$ cat src/rtl/game_pkg.sv
// Shared game constants and helpers for the obstacle and scoring blocks.
package game_pkg;

   localparam int COORD_W          = 10;
   localparam int SCREEN_RESPAWN_X = 900;
   localparam int SCREEN_LEFT_X    = 80;

   localparam logic [6:0] LFSR_SEED = 7'h5A;
   // x^7 + x^6 + 1: feedback from bits 6 and 5
   localparam logic [6:0] LFSR_TAPS = 7'h60;

   function automatic logic [6:0] rotl7(input logic [6:0] v, input int unsigned r);
      logic [13:0] d;
      d = {v, v} << r;
      return d[13:7];
   endfunction

endpackage

$ cat src/rtl/lfsr7.sv
// Free-running 7-bit maximal-length LFSR; advances on every non-reset edge.
module lfsr7
   import game_pkg::*;
(
   input  logic       clk10,
   input  logic       clr,
   output logic [6:0] out
);

   always_ff @(posedge clk10) begin
      if (!clr) out <= LFSR_SEED;
      else      out <= {out[5:0], ^(out & LFSR_TAPS)};
   end

endmodule

$ cat src/rtl/pillar_field.sv
// Obstacle manager: scrolls NUM_PILLARS pillars, respawns them with random gap
// heights, and keeps a saturating score plus a score-driven scroll speed.
module pillar_field
   import game_pkg::*;
#(
   parameter int NUM_PILLARS = 3,
   parameter int X_W         = COORD_W,
   parameter int SCORE_W     = 10,
   parameter int START_X     = 400,
   parameter int SPACING     = 250,
   parameter int RESPAWN_X   = SCREEN_RESPAWN_X,
   parameter int LEFT_X      = SCREEN_LEFT_X,
   parameter int Y_INIT      = 200,
   parameter int Y_MIN       = 150,
   parameter int SPEED_INIT  = 5,
   parameter int SPEED_MAX   = 12,
   parameter int SCORE_STEP  = 8
)(
   input  logic                       clk10,
   input  logic                       clr,
   input  logic                       game_over,
   input  logic                       move_en,
   output logic [NUM_PILLARS*X_W-1:0] pillar_x,
   output logic [NUM_PILLARS*X_W-1:0] pillar_y,
   output logic [SCORE_W-1:0]         score,
   output logic [4:0]                 speed,
   output logic                       scored
);

   // wide enough for (SCORE_STEP-1) + up to 8 simultaneous respawns
   localparam int LVL_W = $clog2(SCORE_STEP + 9);
   localparam logic [SCORE_W+3:0] SCORE_MAX = {4'b0, {SCORE_W{1'b1}}};

   if (LEFT_X < SPEED_MAX)                 begin : g_chk_left  $error("LEFT_X must be >= SPEED_MAX"); end
   if (SCORE_STEP < 1)                     begin : g_chk_step  $error("SCORE_STEP must be >= 1"); end
   if (NUM_PILLARS < 1 || NUM_PILLARS > 8) begin : g_chk_num   $error("NUM_PILLARS must be 1..8"); end

   logic [6:0]                        rnd;
   logic                              step;
   logic [NUM_PILLARS-1:0]            resp;
   logic [NUM_PILLARS-1:0][X_W-1:0]   px, py, nx, ny;
   logic [3:0]                        n;
   logic [SCORE_W+3:0]                score_sum;
   logic [LVL_W-1:0]                  lvl, lvl_sum, lvl_nxt;
   logic                              lvl_up;

   lfsr7 u_lfsr (
      .clk10 (clk10),
      .clr   (clr),
      .out   (rnd)
   );

   assign step = clr & move_en & ~game_over;

   for (genvar g = 0; g < NUM_PILLARS; g++) begin : g_pil
      assign resp[g] = px[g] <= X_W'(LEFT_X);
      assign nx[g]   = resp[g] ? X_W'(RESPAWN_X) : px[g] - X_W'(speed);
      // per-index rotation keeps simultaneous respawns at different heights
      assign ny[g]   = resp[g] ? X_W'(Y_MIN) + X_W'(rotl7(rnd, g % 7)) : py[g];
   end

   always_comb begin
      n = '0;
      for (int i = 0; i < NUM_PILLARS; i++) n = n + 4'(resp[i]);
   end

   assign score_sum = {4'b0, score} + (SCORE_W+4)'(n);
   assign lvl_sum   = lvl + LVL_W'(n);
   assign lvl_up    = lvl_sum >= LVL_W'(SCORE_STEP);

   always_comb begin
      lvl_nxt = lvl_sum;
      if (lvl_up) begin
         lvl_nxt = lvl_sum - LVL_W'(SCORE_STEP);
         if (lvl_nxt > LVL_W'(SCORE_STEP - 1)) lvl_nxt = LVL_W'(SCORE_STEP - 1);
      end
   end

   always_ff @(posedge clk10) begin
      if (!clr) begin
         for (int i = 0; i < NUM_PILLARS; i++) begin
            px[i] <= X_W'(START_X + i * SPACING);
            py[i] <= X_W'(Y_INIT);
         end
         score  <= '0;
         lvl    <= '0;
         speed  <= 5'(SPEED_INIT);
         scored <= 1'b0;
      end else if (step) begin
         px     <= nx;
         py     <= ny;
         score  <= (score_sum > SCORE_MAX) ? '1 : score_sum[SCORE_W-1:0];
         lvl    <= lvl_nxt;
         if (lvl_up && speed < 5'(SPEED_MAX)) speed <= speed + 5'd1;
         scored <= n != 4'd0;
      end else begin
         scored <= 1'b0;
      end
   end

   assign pillar_x = px;
   assign pillar_y = py;

endmodule

$ cat config.mk
export PLATFORM = sky130hd
export DESIGN_NAME = pillar_field
export DESIGN_NICKNAME = d
export VERILOG_FILES = /design/src/rtl/game_pkg.sv /design/src/rtl/lfsr7.sv /design/src/rtl/pillar_field.sv
export SDC_FILE = /design/constraint.sdc
export NUM_CORES = 1
export LEC_CHECK = 0
export CORE_MARGIN = 8
export CORE_UTILIZATION = 30
export CTS_CLUSTER_DIAMETER = 200
export DETAILED_ROUTE_END_ITERATION = 6
export PLACE_DENSITY = 0.63
export SLEW_MARGIN = 20
export SYNTH_ARGS = -nofsm -noshare
export SYNTH_HDL_FRONTEND = slang
export SYNTH_SLANG_ARGS = --single-unit
export TNS_END_PERCENT = 100
$ cat constraint.sdc
create_clock -name clk10 -period 3.6 [get_ports clk10]
set_clock_uncertainty 0.1 [all_clocks]
set_input_delay 0.54 -clock clk10 [delete_from_list [all_inputs] [get_ports clk10]]
set_output_delay 0.54 -clock clk10 [all_outputs]
set_load 0.02 [all_outputs]
; ---- Yosys cells after proc, flatten, opt, wreduce, memory -nomap -nowiden
; Index checks and enable logic that the tools add are counted.
[word_totals]
wordCells = 47
in_bits = 4
output_inout_bits = 76
register_bits = 88
[op_classes]
bitwise = 3
muxes = 6
reduce_logical = 8
addsub = 12
n_lt_le_gt_ge = 7
[op_table]
columns = operator, n
row1 = $mux 10, 4
row2 = $le 10x7->1 const B, 3
row3 = $sub 10x5->10, 3
row4 = $add 8x7->9 const A, 3
row5 = $add 10x3->11, 1
row6 = $gt 11x10->1 const B, 1
row7 = $mux 5, 2
row8 = $reduce_and 2->1, 5
row9 = $reduce_xor 7->1, 1
row10 = $add 5x1->5 const B, 1
row11 = $add 5x3->5, 1
row12 = $ge 5x4->1 const B, 1
row13 = $gt 5x3->1 const B, 1
row14 = $lt 5x4->1 const B, 1
row15 = $sub 5x4->5 const B, 1
row16 = $reduce_bool 4->1, 1
row17 = $add 2x1->3, 1
row18 = $add 1x1->2, 1
row19 = $and 1x1->1, 2
row20 = $logic_and 1x1->1, 1
row21 = $not 1->1, 1

; ---- Longest topological paths before layout
; Gate-level depths: netlist of run 1.
[logic_depth]
ltp_word = 8
ltp_mapped = 14
ltp_nobuf = 14

; ---- By module
; A second synthesis of run 1 with hierarchy kept.
[unflattened]
cells_unflattened = 488
area_unflattened_um2 = 4380.5
[by_module_without_submodules]
columns = module, cells_each, area_each_um2, instances, seq_area_each_um2
row1 = pillar_field, 473, 4187.8, 1, 1561.5
row2 = lfsr7, 15, 192.7, 1, 140.1

; ---- Worst setup path after synthesis of run 1
; No wires, ideal clock.
[synth_timing]
path_type = reg2reg
start = register px, in the netlist pillar_x[16]
end = register speed[2]
setup_ps = 135
stages_incl_launch_ff = 15
t_arrival_ps = 3525
path_slack_ps = -160
t_required_ps = 3365
synth_period_minus_slack_ps = 3760
n_path_buf = 0
cell_sequence = dfxtp_1 > a2111oi_0 > o21a_1 > inv_2 > fa_1 > inv_1 > ha_1 > inv_1 > fa_1 > nand3b_1 > xor2_1 > ha_1 > a2111oi_4 > and3_1 > o21ai_0
[synth_via]
elab_chain_len = 7
[synth_rtl]
columns = element, line
row1 = from (decl), pillar_field.sv:41  ; logic [NUM_PILLARS-1:0][X_W-1:0] px, py, nx, ny;
row2 = "from (signal, indexed assignment)", pillar_field.sv:82  ; px[i] <= X_W'(START_X + i * SPACING);
row3 = from (signal assigned), pillar_field.sv:90  ; px <= nx;
row4 = $le 10x7->1, pillar_field.sv:56  ; assign resp[g] = px[g] <= X_W'(LEFT_X);
row5 = $add 1x1->2, pillar_field.sv:64  ; for (int i = 0; i < NUM_PILLARS; i++) n = n + 4'(resp[i]);
row6 = $add 2x1->3, pillar_field.sv:64
row7 = $add 5x3->5, pillar_field.sv:68  ; assign lvl_sum = lvl + LVL_W'(n);
row8 = $ge 5x4->1, pillar_field.sv:69  ; assign lvl_up = lvl_sum >= LVL_W'(SCORE_STEP);
row9 = $logic_and 1x1->1, pillar_field.sv:94  ; if (lvl_up && speed < 5'(SPEED_MAX)) speed <= speed + 5'd1;
row10 = $reduce_and 2->1 (no line), n/a
row11 = to (signal assigned), pillar_field.sv:87  ; speed <= 5'(SPEED_INIT);
row12 = to (signal assigned), pillar_field.sv:94
row13 = to (decl), pillar_field.sv:26  ; output logic [4:0] speed,
; Every way passes these cells.
; A chain may end at the register's enable or synchronous reset.

; ---- Worst setup path after layout of run 1
[layout_timing]
start = register px, in the netlist pillar_x[15]
end = register speed[0]
; The elaborated chain is that of the path after synthesis.

==> impl_metrics.json, run 1 <==
{
  "cp_data_required_time_ps": 3770,
  "regArea_mm2": 0.001707,
  "synth.top_cell.area_share_pct": 39.06,
  "cts_inserted_buffers": 9,
  "drive_above_1_share_pct": 15.29,
  "synth_edf_count": 0,
  "synthesis.instances": 484,
  "nets": 631,
  "cp-end-kind": "flop",
  "cts_num_sinks": 85,
  "p_leak_nw": 2.286,
  "die_h_um": 136.5,
  "vdd_ir_drop_max_uv": 242.7,
  "grt_pass1_wl_mm": 19.95,
  "finalInstanceArea_mm2": 0.005954,
  "synth.largest_area_cell": "dfxtp_1",
  "ctsHoldBuffers": 0,
  "finalSetupViolations": 0,
  "hp-class": "reg2reg",
  "synth.distinct_cells": 59,
  "synth_area_per_cell_um2": 9.001,
  "clk_pin_slew_ps": 60,
  "p_per_area_mw_per_mm2": 384.6,
  "synthFlopType": "dfxtp_1",
  "initial_core_util_pct": 30.32,
  "ys_ff_latch": 85,
  "drc_errors": 0,
  "drt_iter0_drc": 178,
  "fill_cells": 1388,
  "grt.total_usage_pct": 13.44,
  "clk_latency_ps": 340,
  "num_io_pins": 80,
  "synth-async-reset-ratio_pct": 0,
  "rows": 44,
  "critPathKind": "reg2reg",
  "routedWlPerCell_um": 16.24,
  "dp_hpwl_mm": 9.266,
  "grt_max_degree": 32,
  "vias": 3863,
  "r2r_cells": 15,
  "crit_start": "pillar_x[15]",
  "min_from": "pillar_y[10]",
  "postRouteWirelength_mm": 12.65,
  "die_w_um": 136.5,
  "synth.cell_area_mm2": 0.004357,
  "port_buffers": 76,
  "cp_max_fo": 4,
  "grt_pass1_vias": 3928,
  "rsz0062_at_grt": "yes",
  "finalHoldViolCount": 0,
  "synth-seq-area-share_pct": 39.06,
  "final_util_pct": 41.44,
  "fin_crit_sh_pct": 99.16,
  "place_area_mm2": 0.005509,
  "maxSlewHeadroom_pct": 48.10,
  "tightest_slew_ps": 773.3,
  "grt_overflow": 0,
  "status": "finished, final reports clean",
  "hold_path_depth": 2,
  "cts-htree-levels": 3,
  "cts-root-buf": "clkbuf_16",
  "rr_startpoint": "pillar_x[15]",
  "cts_buffer_depth": 2,
  "synth.area.top_cells": "dfxtp_1 (39%), ha_1 (8.9%), nor2_1 (4.8%)",
  "crit_arrival_ps": 3740,
  "clock.fmax_mhz": 280.1,
  "drt-vias-per-instance": 4.959,
  "antenna_left": 0,
  "multi_input_area_mm2": 0.002581,
  "dieArea_mm2": 0.01864,
  "layout_min_cycle_time_ps": 3570,
  "syn2layout_area_growth_pct": 36.67,
  "yosys_warnings": 0,
  "cts_tree": "done",
  "maxCapViolations": 0,
  "routabilityCongestion": 0.8118,
  "grt_antenna_before_repair": 0,
  "diodes": 0,
  "fp.coreArea_mm2": 0.01437,
  "slew_viol_final": 0,
  "first_pass_iters": 4,
  "cp-start-kind": "flop"
}
## critical path, cell delays in order (launching register included)
cell       delay [ps]
dfxtp_2           330
a2111oi_4         330
o21a_1            200
inv_2              50
fa_1              510
inv_2             110
ha_4              140
inv_2              40
fa_2              390
nand3b_1          220
xor2_2            210
ha_2              200
a2111oi_4         270
buf_4             200
nor3_2             40
a21oi_1           150
## power breakdown
group          switching (mW)  total (mW)  leakage, nW  internal [mW]
Combinational           0.218       0.388         1.46          0.171
Clock                   0.397       0.881        0.134          0.484
Sequential             0.0448        1.02        0.694          0.976
## cells in the final DEF (no fill, tap or decap), types with 18 or more instances in the layout
cell	n
xnor2_1	18
o21ai_0	22
clkdlybuf4s50_1	76
a21oi_1	36
inv_1	27
dfxtp_1	81
buf_4	38
nand2_1	33
ha_1	29
nor2_1	54
## final timing paths
| kind | to | slack (ps) |
|---|---|---|
| worst min-delay path | pillar_y[10] | 380 |
| worst min register to register | pillar_y[10] | 380 |
| worst max-delay path | speed[0] | 30 |
| worst max register to register | speed[0] | 30 |
## timing repair
item,4_1_cts,5_1_grt
resized for setup,3,22
pin swaps,0,11
setup endpoints to repair,5,15
buffers inserted,0,4
cloned,0,0
## synth_stat cells (3+ instances only)
cell,n
nor4_1,8
nand2_1,33
o21ai_0,23
a211oi_1,12
a22o_1,3
xor2_1,13
nor2_1,56
nand3_1,6
and2_1,6
nor3_1,9
buf_4,5
or4_1,3
xnor2_1,18
a221o_1,3
mux2i_1,4
a311oi_1,4
nand4_1,5
nand2b_1,10
o31ai_1,4
ha_1,31
fa_1,6
inv_1,29
clkbuf_1,13
o22ai_1,4
dfxtp_1,85
a21o_1,7
a21oi_1,36
nor2b_1,5
## stage by stage
step	TNS [ps]	setup WS (ps)	total power [mW]	hold WS, ps	cells
2_1_floorplan	0	18.87	1.276	358.8	486
3_3_place_gp	0	64.56	1.407	367.2	759
3_5_place_dp	-62.71	-54.22	1.417	372.5	759
4_1_cts	0	8.540	2.299	392.2	775
5_1_grt	-353.7	-102.1	2.392	413.1	779
6_report	0	30.10	2.290	380.3	779
## cell families after synthesis
kind of cell             after synthesis  synth area share, %
AND/OR/NAND/NOR                      155                17.75
AO/OA/AOI/OAI                        120                19.10
flip-flops                            85                39.06
buffers and inverters                 51                5.198
adder cells (fa/ha/maj)               37                11.66
XOR/XNOR                              31                6.232
multiplexers                           4               0.9190
other                                  1              0.08607
## flip-flops by register name, summed over array words and instances, names as in the netlist
name        cells
lvl             5
pillar_x       30
pillar_y       27
score          10
scored          1
speed           5
u_lfsr.out      7
## cell type report
type / count / share of cell area [%]
timing repair buffer: 114 / 17.57
inverter: 30 / 1.891
clock buffer: 10 / 4.013
multi-input combinational: 350 / 43.35
clock inverter: 6 / 0.6514
tap: 184 / 3.866
sequential: 85 / 28.66
## routing by layer
layer	track usage [%]	part of all wire [%]
met1	16.60	45
met2	22.04	48
met4	5.491	1.7
met5	0	0
met3	3.157	4.9
Power figures use the tool's default switching activity.
==> run 2, diff against run 1 <==
- ABC_CLOCK_PERIOD_IN_PS: unset -> 3600
==> results of run 2 <==
Same layout as run 1: the final DEF is identical, and so are final timing and power.
==> run 3, diff against run 2 <==
- REMOVE_ABC_BUFFERS: unset -> 1
- TNS_END_PERCENT: 100 -> 20
==> run 3 against run 2 <==
  * Via count down 0.67%
  * Setup slack lost 62 ps
  * Final cell count grew 0.13%
  * Largest power group unchanged
  * Routed wire length down 2.5%
  * Critical path type unchanged
  * Hold slack worse by 4.1 ps
  * The run now ends with setup timing left
==> impl_metrics.json, run 3 (synthesis gave the netlist of run 1 again) <==
{
  "whs_ps": 376.2,
  "cts_buffer_depth": 2,
  "vias": 3837,
  "largest_reg_flops": 30,
  "cp-end-kind": "flop",
  "cts-htree-levels": 3,
  "fp.coreArea_mm2": 0.01437,
  "violations": "setup timing",
  "dp_hpwl_mm": 9.322,
  "antenna_left": 0,
  "maxSlewHeadroom_pct": 53.71,
  "drt_iter0_drc": 127,
  "finalHoldViolCount": 0,
  "ctsHoldBuffers": 0,
  "grt_pass1_vias": 3913,
  "initial_core_util_pct": 30.32,
  "setup_slack_ps": -32.34,
  "diodes": 0,
  "tightest_slew_ps": 691.8,
  "clk_latency_ps": 340,
  "drt-vias-per-instance": 4.919,
  "cp-start-kind": "flop",
  "crit_arrival_ps": 3810,
  "port_buffers": 76,
  "status": "finished, violations left",
  "rrSetupSlack_ps": -30,
  "cts_tree": "done",
  "layout_common_cells": "dfxtp_1 (83), clkdlybuf4s50_1 (76), nor2_1 (55), buf_4 (39), a21oi_1 (36)",
  "multi_input_area_mm2": 0.002545,
  "layout_commonest_cell": "dfxtp_1",
  "finalSetupViolations": 3,
  "drc_errors": 0,
  "rsz0062_at_grt": "yes",
  "cp_data_required_time_ps": 3780,
  "cts-root-buf": "clkbuf_16",
  "grt_max_degree": 23,
  "clk_pin_slew_ps": 60,
  "dieArea_mm2": 0.01864,
  "p_per_area_mw_per_mm2": 393.9,
  "fill_cells": 1415,
  "grt_pass1_wl_mm": 19.84,
  "grt_overflow": 0,
  "cts_num_sinks": 85,
  "p_leak_nw": 2.291,
  "first_pass_iters": 4,
  "routedWlPerCell_um": 15.82,
  "cts_inserted_buffers": 9,
  "syn2layout_area_growth_pct": 36.42,
  "die_w_um": 136.5,
  "postRouteWirelength_mm": 12.34,
  "nets": 632,
  "fin_crit_sh_pct": 100.9,
  "cp_max_fo": 4,
  "regArea_mm2": 0.001704,
  "critPathKind": "reg2reg",
  "die_h_um": 136.5,
  "num_io_pins": 80,
  "layout_min_cycle_time_ps": 3632,
  "grt_antenna_before_repair": 0,
  "maxCapViolations": 0,
  "clock.fmax_mhz": 275.3,
  "grt.total_usage_pct": 13.47,
  "slew_viol_final": 0,
  "rows": 44,
  "drive_above_1_share_pct": 14.43,
  "routabilityCongestion": 0.8394,
  "final_util_pct": 41.36,
  "hp-class": "reg2reg",
  "vdd_ir_drop_max_uv": 199.0
}
## run 3: cell types whose count changed in the layout (fill, tap and decap cells not counted), moves of 2 or more
cell	delta
nor2_2	-2
nor4_1	+2
inv_6	+2
dfxtp_2	-2
dfxtp_1	+2
nor4_2	-2
## run 3: final timing paths
kind                                   start      endpoint  cells past startpoint
worst max-delay path            pillar_x[15]      speed[0]                     15
worst min-delay path            pillar_y[10]  pillar_y[10]                      2
worst max register to register  pillar_x[15]      speed[0]                     15
worst min register to register  pillar_y[10]  pillar_y[10]                      2
## run 3: per-layer routing
| metal | vias to the layer above | wire length, µm | GRT usage [%] |
|---|---|---|---|
| met4 | 0 | 180 | 3.783 |
| met2 | 75 | 6086 | 23.15 |
| li1 | 1924 | - | - |
| met1 | 1823 | 5340 | 15.52 |
| met5 | - | 0 | 0 |
| met3 | 15 | 734 | 4.589 |
## run 3: layout make-up
class	count	area share, %
clock buffers	9	3.789
inverters	30	1.895
clock inverters	7	1.221
multi-input cells	350	42.82
repair buffers	115	17.73
well taps	184	3.874
flip-flops and latches	85	28.67
## run 3: where the power goes
| group | internal (mW) | total, mW | switching (mW) | leakage [nW] |
|---|---|---|---|---|
| combinational | 0.173 | 0.389 | 0.216 | 1.45 |
| sequential | 0.976 | 1.02 | 0.0420 | 0.694 |
| clock | 0.540 | 0.934 | 0.394 | 0.142 |
## run 3: metrics by stage
| stage | std cells | setup slack, ps | TNS [ps] | total power, mW | cell area (µm²) |
|---|---|---|---|---|---|
| after floorplan | 465 | -149.7 | -325.3 | 1.266 | 4250 |
| after global placement | 761 | 15.50 | 0 | 1.406 | 5512 |
| after detailed placement | 761 | -79.21 | -244.8 | 1.418 | 5512 |
| after CTS | 777 | 16.19 | 0 | 2.355 | 5813 |
| after global routing | 780 | -151.6 | -687.5 | 2.449 | 5943 |
| final | 780 | -32.34 | -83.29 | 2.341 | 5943 |
## run 3: what timing repair did
| item | in CTS | in global routing |
|---|---|---|
| pin swaps | 1 | 5 |
| buffers inserted | 0 | 3 |
| gates cloned | 0 | 0 |
| gates resized for setup | 2 | 21 |
| setup endpoints to repair | 8 | 16 |
## run 3: worst max-delay path: stages (launching register included)
cell	delay [ps]
dfxtp_2	340
a2111oi_4	340
o21a_1	200
inv_2	50
fa_1	510
inv_2	100
ha_4	130
inv_2	40
fa_2	360
nand3b_1	220
xor2_2	210
ha_2	210
a2111oi_4	410
buf_4	200
nor3_1	40
a21oi_1	110
